<file path="config.mk">
export PLATFORM = sky130hd
export DESIGN_NAME = ps2_key_tx
export DESIGN_NICKNAME = d
export VERILOG_FILES = /design/src/rtl/ps2_key_tx.sv
export SDC_FILE = /design/constraint.sdc
export NUM_CORES = 1
export LEC_CHECK = 0
export BUFFER_PORTS_ARGS = -buffer_cell sky130_fd_sc_hd__buf_2
export CELL_PAD_IN_SITES_DETAIL_PLACEMENT = 2
export CELL_PAD_IN_SITES_GLOBAL_PLACEMENT = 2
export CORE_MARGIN = 5
export CORE_UTILIZATION = 45
export DETAILED_ROUTE_END_ITERATION = 16
export HOLD_SLACK_MARGIN = 0.1
export PLACE_DENSITY = 0.78
export SYNTH_ARGS = -nofsm -noshare
export SYNTH_HDL_FRONTEND = slang
export SYNTH_SLANG_ARGS = --single-unit
</file>
<file path="constraint.sdc">
create_clock -name clk_sys -period 10 [get_ports clk_sys]
set_clock_uncertainty 0.1 [all_clocks]
set_input_delay 3 -clock clk_sys [delete_from_list [all_inputs] [get_ports clk_sys]]
set_output_delay 3 -clock clk_sys [all_outputs]
set_load 0.05 [all_outputs]
</file>
<file path="src/rtl/ps2_key_tx.sv">
// Turns hps_io keyboard event words into device-side PS/2 clock/data frames.
// Events expand to E0/F0/code bytes, queue in a small FIFO, and shift out as 11-bit frames.
module ps2_key_tx #(
  parameter int CLK_HALF   = 1000,
  parameter int GAP        = 2000,
  parameter int FIFO_DEPTH = 8
) (
  input  logic        clk_sys,
  input  logic        I_RESET,
  input  logic [10:0] ps2_key,
  output logic        ps2_clk,
  output logic        ps2_data,
  output logic        busy,
  output logic        overflow
);
  localparam int AW   = $clog2(FIFO_DEPTH);
  localparam int CMAX = (CLK_HALF > GAP) ? CLK_HALF : GAP;
  localparam int CW   = $clog2(CMAX + 1);

  typedef enum logic [1:0] {S_IDLE, S_HIGH, S_LOW, S_GAP} state_t;

  logic armed, prev_toggle, evt;
  logic       pend_vld;
  logic [9:0] pend_word;
  logic [1:0] exp_cnt;
  logic [7:0] exp_b1, exp_b2;

  logic [7:0]  mem [FIFO_DEPTH];
  logic [AW:0] wptr, rptr, used, free_slots;
  logic        fifo_empty, pop;
  logic [7:0]  head;

  logic       from_pend, from_new, acc_try, acc_ok, to_pend, drop_pend;
  logic [9:0] acc_word;
  logic [1:0] acc_n;
  logic [7:0] s0, s1, s2;
  logic       wr_en;
  logic [7:0] wr_data;

  state_t        state;
  logic [CW-1:0] cnt;
  logic [3:0]    bit_idx;
  logic [10:0]   frame;

  // The toggle bit is compared only after one armed cycle, so a level held through reset is not an event.
  assign evt = armed && (ps2_key[10] != prev_toggle);

  assign used       = wptr - rptr;
  assign free_slots = (AW+1)'(FIFO_DEPTH) - used;
  assign fifo_empty = (wptr == rptr);
  assign head       = mem[rptr[AW-1:0]];
  assign pop        = (state == S_IDLE) && !fifo_empty;

  // Acceptance: the first byte is written on the accepting edge, the rest follow one per cycle.
  always_comb begin
    from_pend = (exp_cnt == 2'd0) && pend_vld;
    from_new  = (exp_cnt == 2'd0) && !pend_vld && evt;
    acc_try   = from_pend || from_new;
    acc_word  = from_pend ? pend_word : ps2_key[9:0];
    acc_n     = 2'd1 + {1'b0, acc_word[8]} + {1'b0, ~acc_word[9]};
    acc_ok    = acc_try && (free_slots >= (AW+1)'(acc_n));
    to_pend   = evt && !from_new && (!pend_vld || from_pend);
    drop_pend = evt && !from_new && !to_pend;
    s0 = acc_word[7:0];
    s1 = 8'h00;
    s2 = 8'h00;
    case ({acc_word[8], acc_word[9]})
      2'b00: begin s0 = 8'hF0; s1 = acc_word[7:0]; end
      2'b10: begin s0 = 8'hE0; s1 = 8'hF0; s2 = acc_word[7:0]; end
      2'b11: begin s0 = 8'hE0; s1 = acc_word[7:0]; end
      default: ;
    endcase
    wr_en   = acc_ok || (exp_cnt != 2'd0);
    wr_data = (exp_cnt != 2'd0) ? exp_b1 : s0;
  end

  always_ff @(posedge clk_sys or negedge I_RESET) begin
    if (!I_RESET) begin
      armed       <= 1'b0;
      prev_toggle <= 1'b0;
      pend_vld    <= 1'b0;
      pend_word   <= '0;
      exp_cnt     <= 2'd0;
      exp_b1      <= 8'h00;
      exp_b2      <= 8'h00;
      overflow    <= 1'b0;
    end else begin
      overflow <= (acc_try && !acc_ok) || drop_pend;
      if (!armed) begin
        armed       <= 1'b1;
        prev_toggle <= ps2_key[10];
      end else if (evt) begin
        prev_toggle <= ps2_key[10];
      end
      if (to_pend) begin
        pend_vld  <= 1'b1;
        pend_word <= ps2_key[9:0];
      end else if (from_pend) begin
        pend_vld <= 1'b0;
      end
      if (exp_cnt != 2'd0) begin
        exp_b1  <= exp_b2;
        exp_cnt <= exp_cnt - 2'd1;
      end else if (acc_ok) begin
        exp_b1  <= s1;
        exp_b2  <= s2;
        exp_cnt <= acc_n - 2'd1;
      end
    end
  end

  always_ff @(posedge clk_sys) begin
    if (wr_en) mem[wptr[AW-1:0]] <= wr_data;
  end

  always_ff @(posedge clk_sys or negedge I_RESET) begin
    if (!I_RESET) begin
      wptr <= '0;
      rptr <= '0;
    end else begin
      wptr <= wptr + (AW+1)'(wr_en);
      rptr <= rptr + (AW+1)'(pop);
    end
  end

  // Data only moves on HIGH entry; the consumer samples on the falling clock mid-bit.
  always_ff @(posedge clk_sys or negedge I_RESET) begin
    if (!I_RESET) begin
      state    <= S_IDLE;
      cnt      <= '0;
      bit_idx  <= 4'd0;
      frame    <= '1;
      ps2_clk  <= 1'b1;
      ps2_data <= 1'b1;
      busy     <= 1'b0;
    end else begin
      busy <= (state != S_IDLE) || !fifo_empty;
      case (state)
        S_IDLE: if (!fifo_empty) begin
          frame    <= {1'b1, ~^head, head, 1'b0};
          bit_idx  <= 4'd0;
          cnt      <= CW'(CLK_HALF - 1);
          ps2_clk  <= 1'b1;
          ps2_data <= 1'b0;
          state    <= S_HIGH;
        end
        S_HIGH: if (cnt == '0) begin
          ps2_clk <= 1'b0;
          cnt     <= CW'(CLK_HALF - 1);
          state   <= S_LOW;
        end else begin
          cnt <= cnt - CW'(1);
        end
        S_LOW: if (cnt == '0) begin
          ps2_clk <= 1'b1;
          if (bit_idx == 4'd10) begin
            ps2_data <= 1'b1;
            cnt      <= CW'(GAP - 1);
            state    <= S_GAP;
          end else begin
            bit_idx  <= bit_idx + 4'd1;
            ps2_data <= frame[bit_idx + 4'd1];
            cnt      <= CW'(CLK_HALF - 1);
            state    <= S_HIGH;
          end
        end else begin
          cnt <= cnt - CW'(1);
        end
        S_GAP: if (cnt == '0) state <= S_IDLE;
               else cnt <= cnt - CW'(1);
        default: state <= S_IDLE;
      endcase
    end
  end
endmodule

</file>
* Yosys cells after proc, flatten, opt, wreduce, memory -nomap -nowiden *
Memories as Yosys holds them, arrays and structs flattened.
Index checks and enable logic that the tools add are counted.

word-level totals
  flip-flop bits (word level) = 70
  bits in writable memories = 64
  input port bits = 13
  word-level logic and storage cells = 129
  memories = 1
  output and inout bits = 4

operators by class
  magnitude comparators = 2
  reductions and logical operators = 40
  equal/unequal tests = 15
  muxes and demuxes = 41
  $add $sub $neg = 10
  bitwise gates (word level) = 3

memory list
  memory  words  width  read ports  clocked after Yosys merged registers in  wr ports  line  text
  mem     8      8      1           0                                        1         28    logic [7:0] mem [FIFO_DEPTH];

operators with widths
  kind                                                number
  two-way mux 11 bit                                  5
  one-hot mux 11 bit (4 select lines)                 1
  two-way mux 8 bit                                   4
  one-hot mux 8 bit (2 select lines)                  2
  two-way mux 2 bit                                   7
  two-way mux 1 bit                                   13
  two-way mux 4 bit                                   3
  != test 2 bit, second input constant                6
  AND reduction 4 bit                                 3
  zero test 11 bit                                    1
  subtractor 11 x 1 -> 11 bit, second input constant  1
  logical AND 1 bit                                   10
  two-way mux 10 bit                                  1
  nonzero test 2 bit                                  5
  adder 4 x 1 -> 4 bit                                2
  equality test 2 bit, second input constant          4
  one-hot mux 2 bit (4 select lines)                  1
  one-hot mux 4 bit (2 select lines)                  1
  XNOR reduction 8 bit                                1
  zero test 2 bit                                     3
  AND reduction 2 bit                                 3
  zero test 1 bit                                     5
  logical OR 1 bit                                    5
  < comparator 4 x 5 -> 1 bit, second input constant  1
  other kinds (19)                                    23

* Longest topological paths before layout *
  depth in word-level cells = 10
  depth in mapped cells = 16
  depth with buffers taken out = 14

* Worst setup path before layout *
Ideal clock, no wire load.

  kind = input -> register
  from = in ps2_key[9]
  to = mem mem[0][0] (enable)
  path slack = 3.889 ns
  buffers on the path = 0
  stages = 8
  arrival time = 5.617 ns
  data required time = 9.505 ns
  library setup time = 0.395 ns
  path through = mux2_2 ha_1 inv_1 ha_1 o21ai_0 a311oi_1 nor2_1 nor4_1

on the way
  longest elaborated chain between the ends = 8

RTL lines
  what                                        line  text
  start, declared                             10    input logic [10:0] ps2_key,
  two-way mux 10 bit                          59    acc_word = from_pend ? pend_word : ps2_key[9:0];
  inverter 1 bit                              60    acc_n = 2'd1 + {1'b0, acc_word[8]} + {1'b0, ~acc_word[9]};
  adder 2 x 1 -> 2 bit                        60
  greater-or-equal comparator 4 x 2 -> 1 bit  61    acc_ok = acc_try && (free_slots >= (AW+1)'(acc_n));
  logical AND 1 bit                           61
  logical OR 1 bit                            73    wr_en = acc_ok || (exp_cnt != 2'd0);
  two-way mux 1 bit                           113   if (wr_en) mem[wptr[AW-1:0]] <= wr_data;
  two-way mux 1 bit (not written as such)     113
  end, declared                               28

No other way between the ends.

* Final worst setup path *
  from = in ps2_key[9]
  to = mem mem[1][2] (enable)

on the way
  longest elaborated chain between the ends = 8

RTL lines
  what                                        line  text
  two-way mux 10 bit                          59
  inverter 1 bit                              60
  adder 2 x 1 -> 2 bit                        60
  greater-or-equal comparator 4 x 2 -> 1 bit  61
  logical AND 1 bit                           61
  logical OR 1 bit                            73
  net wr_en                                   37    logic wr_en;
  two-way mux 1 bit                           113
  two-way mux 1 bit (not written as such)     113

The timed path passes the listed nets, and every way through them passes these cells.

==> run metrics <==
crit path kind in -> reg; nature of the critical path startpoint input pin; drt initial violations just over 300; internal power 1.29 mW; die area 16300 µm²; Fin. Hold Viols 0; ANT cells 0; dominant synthesized flop cell edfxtp_1; share of the synthesized area in the top cell type between 30% and 40%; post-synth top area cell edfxtp_1; TritonCTS clock tree done; Max-Cap Viols 0; Residual DRC 0; Hold/Removal Path Class reg -> reg; Placer Congestion roughly 0.73; PwrDens ~270 nW/µm²; hold slack 383 ps; initial antenna violation count 0; Synth async-reset ratio 52.2%; overall routed net length between 15000 and 20000 µm; setup repair bufs after CTS 0; Worst Setup End Kind register; sw frac 31.8%; # IOs 17; Relative slew margins approximately 11%; synth warn 0; required time worst endpoint 9930 ps; setup TNS 0 ps; clock root cell clkbuf_16; RSZ-0062 raised after global routing false; DR vias around 4000; synth unique cells 46; Final min period 6480 ps; H-tree Lvls 4; crit path max fanout 23; worst-margin pin slew roughly 1300 ps; Port Buffers 16; Seq pwr share 42.9%; GRT overflow 0; overall routing resource usage 22.7%; commonest cells in the synthesized netlist edfxtp_1, dfrtp_1, o21ai_0; Pleak between 2 and 3 nW; layout cells sized above 1 between 10% and 20%; Worst VDD drop 0.128 mV; Die W about 130 µm; Vias/cell 5.73; P_sw 600 µW; largest cells by area after synthesis edfxtp_1, dfrtp_1, mux4_2, dfstp_2, o21ai_0; Num CTS Buffers 17; Antenna Nets Post-Route 0; # rows 43; critical path arrival 6410 ps; setup violators final 0; pin count of the biggest net entering global routing 71; Initial Utilization 45.4%; # nets final 541; status finished clean; Clock Pin Slew Worst Setup and Hold Paths 60 ps; Post-Syn Area 6230 µm²; Skew-Pair Late Insertion Delay 420 ps; post-synthesis net count 521; Clock power frac 32.8%; post-synthesis cell count 490; number of synthesized flops with an enable pin 64; CTS Hold Bufs 0; #FFs+latches synth between 100 and 150; vias in the first global route 4661; fmax around 0.15 GHz; Syn-to-layout area delta 13.6%; Synth Area per Inst 12.7 µm²; CTS resizes 0; dpl hpwl 11200 µm; sequential area share after synthesis 59.2%; cell with the most instances after synthesis edfxtp_1; DRT Pass-1 Iters 4; Logic pwr share 24.3%; core area 13700 µm²; Clock Path Buffers 2; Clock Sinks 134; period utilisation layout 64.8%; final slew viol count 0; routed len/inst 24.3 µm; first-pass GRT wire length 27600 µm; DIE HEIGHT 128 µm
[path summary, 6_finish.rpt]
| check | slack [ps] | from | to | cells after the start |
|---|---|---|---|---|
| min reg2reg | 380 | frame[3] | frame[3] | 2 |
| min in group asynchronous | 2700 | I_RESET | bit_idx[1] | 2 |
| max reg2reg | 4710 | exp_cnt[1] | mem[1][2] | 14 |
| max | 3520 | ps2_key[9] | mem[1][2] | 12 |
| min | 380 | frame[3] | frame[3] | 2 |
| max in group asynchronous | 6450 | I_RESET | exp_b2[1] | 2 |
[routing by layer]
| metal | global-route usage, % | up-vias | part of all wire, % |
|---|---|---|---|
| li1 | - | 1810 | - |
| met4 | 5.87 | 0 | 1.2 |
| met3 | 5.08 | 14 | 3.4 |
| met2 | 40.2 | 77 | 54 |
| met1 | 28.2 | 2123 | 42 |
| met5 | 0 | - | 0 |
[placed cells by master, fill, tap and decap left out, drive strengths merged, types with 21 or more instances in the layout]
cell	Yosys	final
buf	4	24
clkbuf	19	21
dfrtp	58	58
edfxtp	64	64
inv	27	27
mux2i	21	21
nand2	45	45
nor2	21	21
o21ai	47	47
[worst max-delay path: stages]
cell and delay (ps):
buf_2 100, mux2_2 290, ha_1 350, inv_1 80, ha_1 280, o21ai_0 130, a311oi_2 290, buf_4 320
nor2_1 160, clkinv_1 190, nand2_1 160, nor3_1 1030
[cell families (layout without fill, tap and decap cells)]
kind of cell / after synthesis / in the layout / share of synthesized area (%)
buffers and inverters: 51 / 83 / 3.23
adders and majority gates: 18 / 18 / 3.73
muxes: 55 / 55 / 12.8
AOI/OAI and AO/OA: 84 / 84 / 7.53
DFF: 134 / 134 / 59.2
xor gates and xnor gates: 24 / 24 / 3.37
and+or+nand+nor: 123 / 123 / 10.1
other: 1 / 1 / 0.0602
[state kept, by name (all words and copies together) (netlist names), 4 cells and up]
name / flops
bit_idx: 4
rptr: 4
mem: 64
cnt: 11
exp_b1: 8
pend_word: 10
wptr: 4
frame: 10
exp_b2: 8
[per-stage QoR]
step | power (mW) | cell area [µm²] | std cells | utilization [%] | setup WS [ps]
final | 1.89 | 7080 | 702 | 51.6 | 3520
after global routing | 1.99 | 7080 | 702 | 51.6 | 3200
after CTS | 1.91 | 7070 | 701 | 51.6 | 3520
after detailed placement | 1.26 | 6500 | 670 | 47.4 | 3140
after global placement | 1.19 | 6500 | 670 | 47.4 | 3520
after floorplan | 1.08 | 6230 | 490 | - | 3890
[power by group through the flow]
stage / registers, mW / logic (mW) / clock network, mW
6_report: 0.810 / 0.460 / 0.620
5_1_grt: 0.821 / 0.506 / 0.662
4_1_cts: 0.811 / 0.465 / 0.629
3_5_place_dp: 0.814 / 0.447 / 0
3_3_place_gp: 0.798 / 0.395 / 0
2_1_floorplan: 0.782 / 0.294 / 0
[layout make-up]
type | instances | area (µm²)
Fill cell | 1320 | 6640
Sequential cell | 134 | 3690
Multi-Input combinational cell | 305 | 2350
Clock buffer | 21 | 440
Tap cell | 180 | 225
Timing Repair Buffer | 24 | 140
Clock inverter | 10 | 131
Inverter | 28 | 105
No activity file was read; power rests on OpenSTA's default activity.
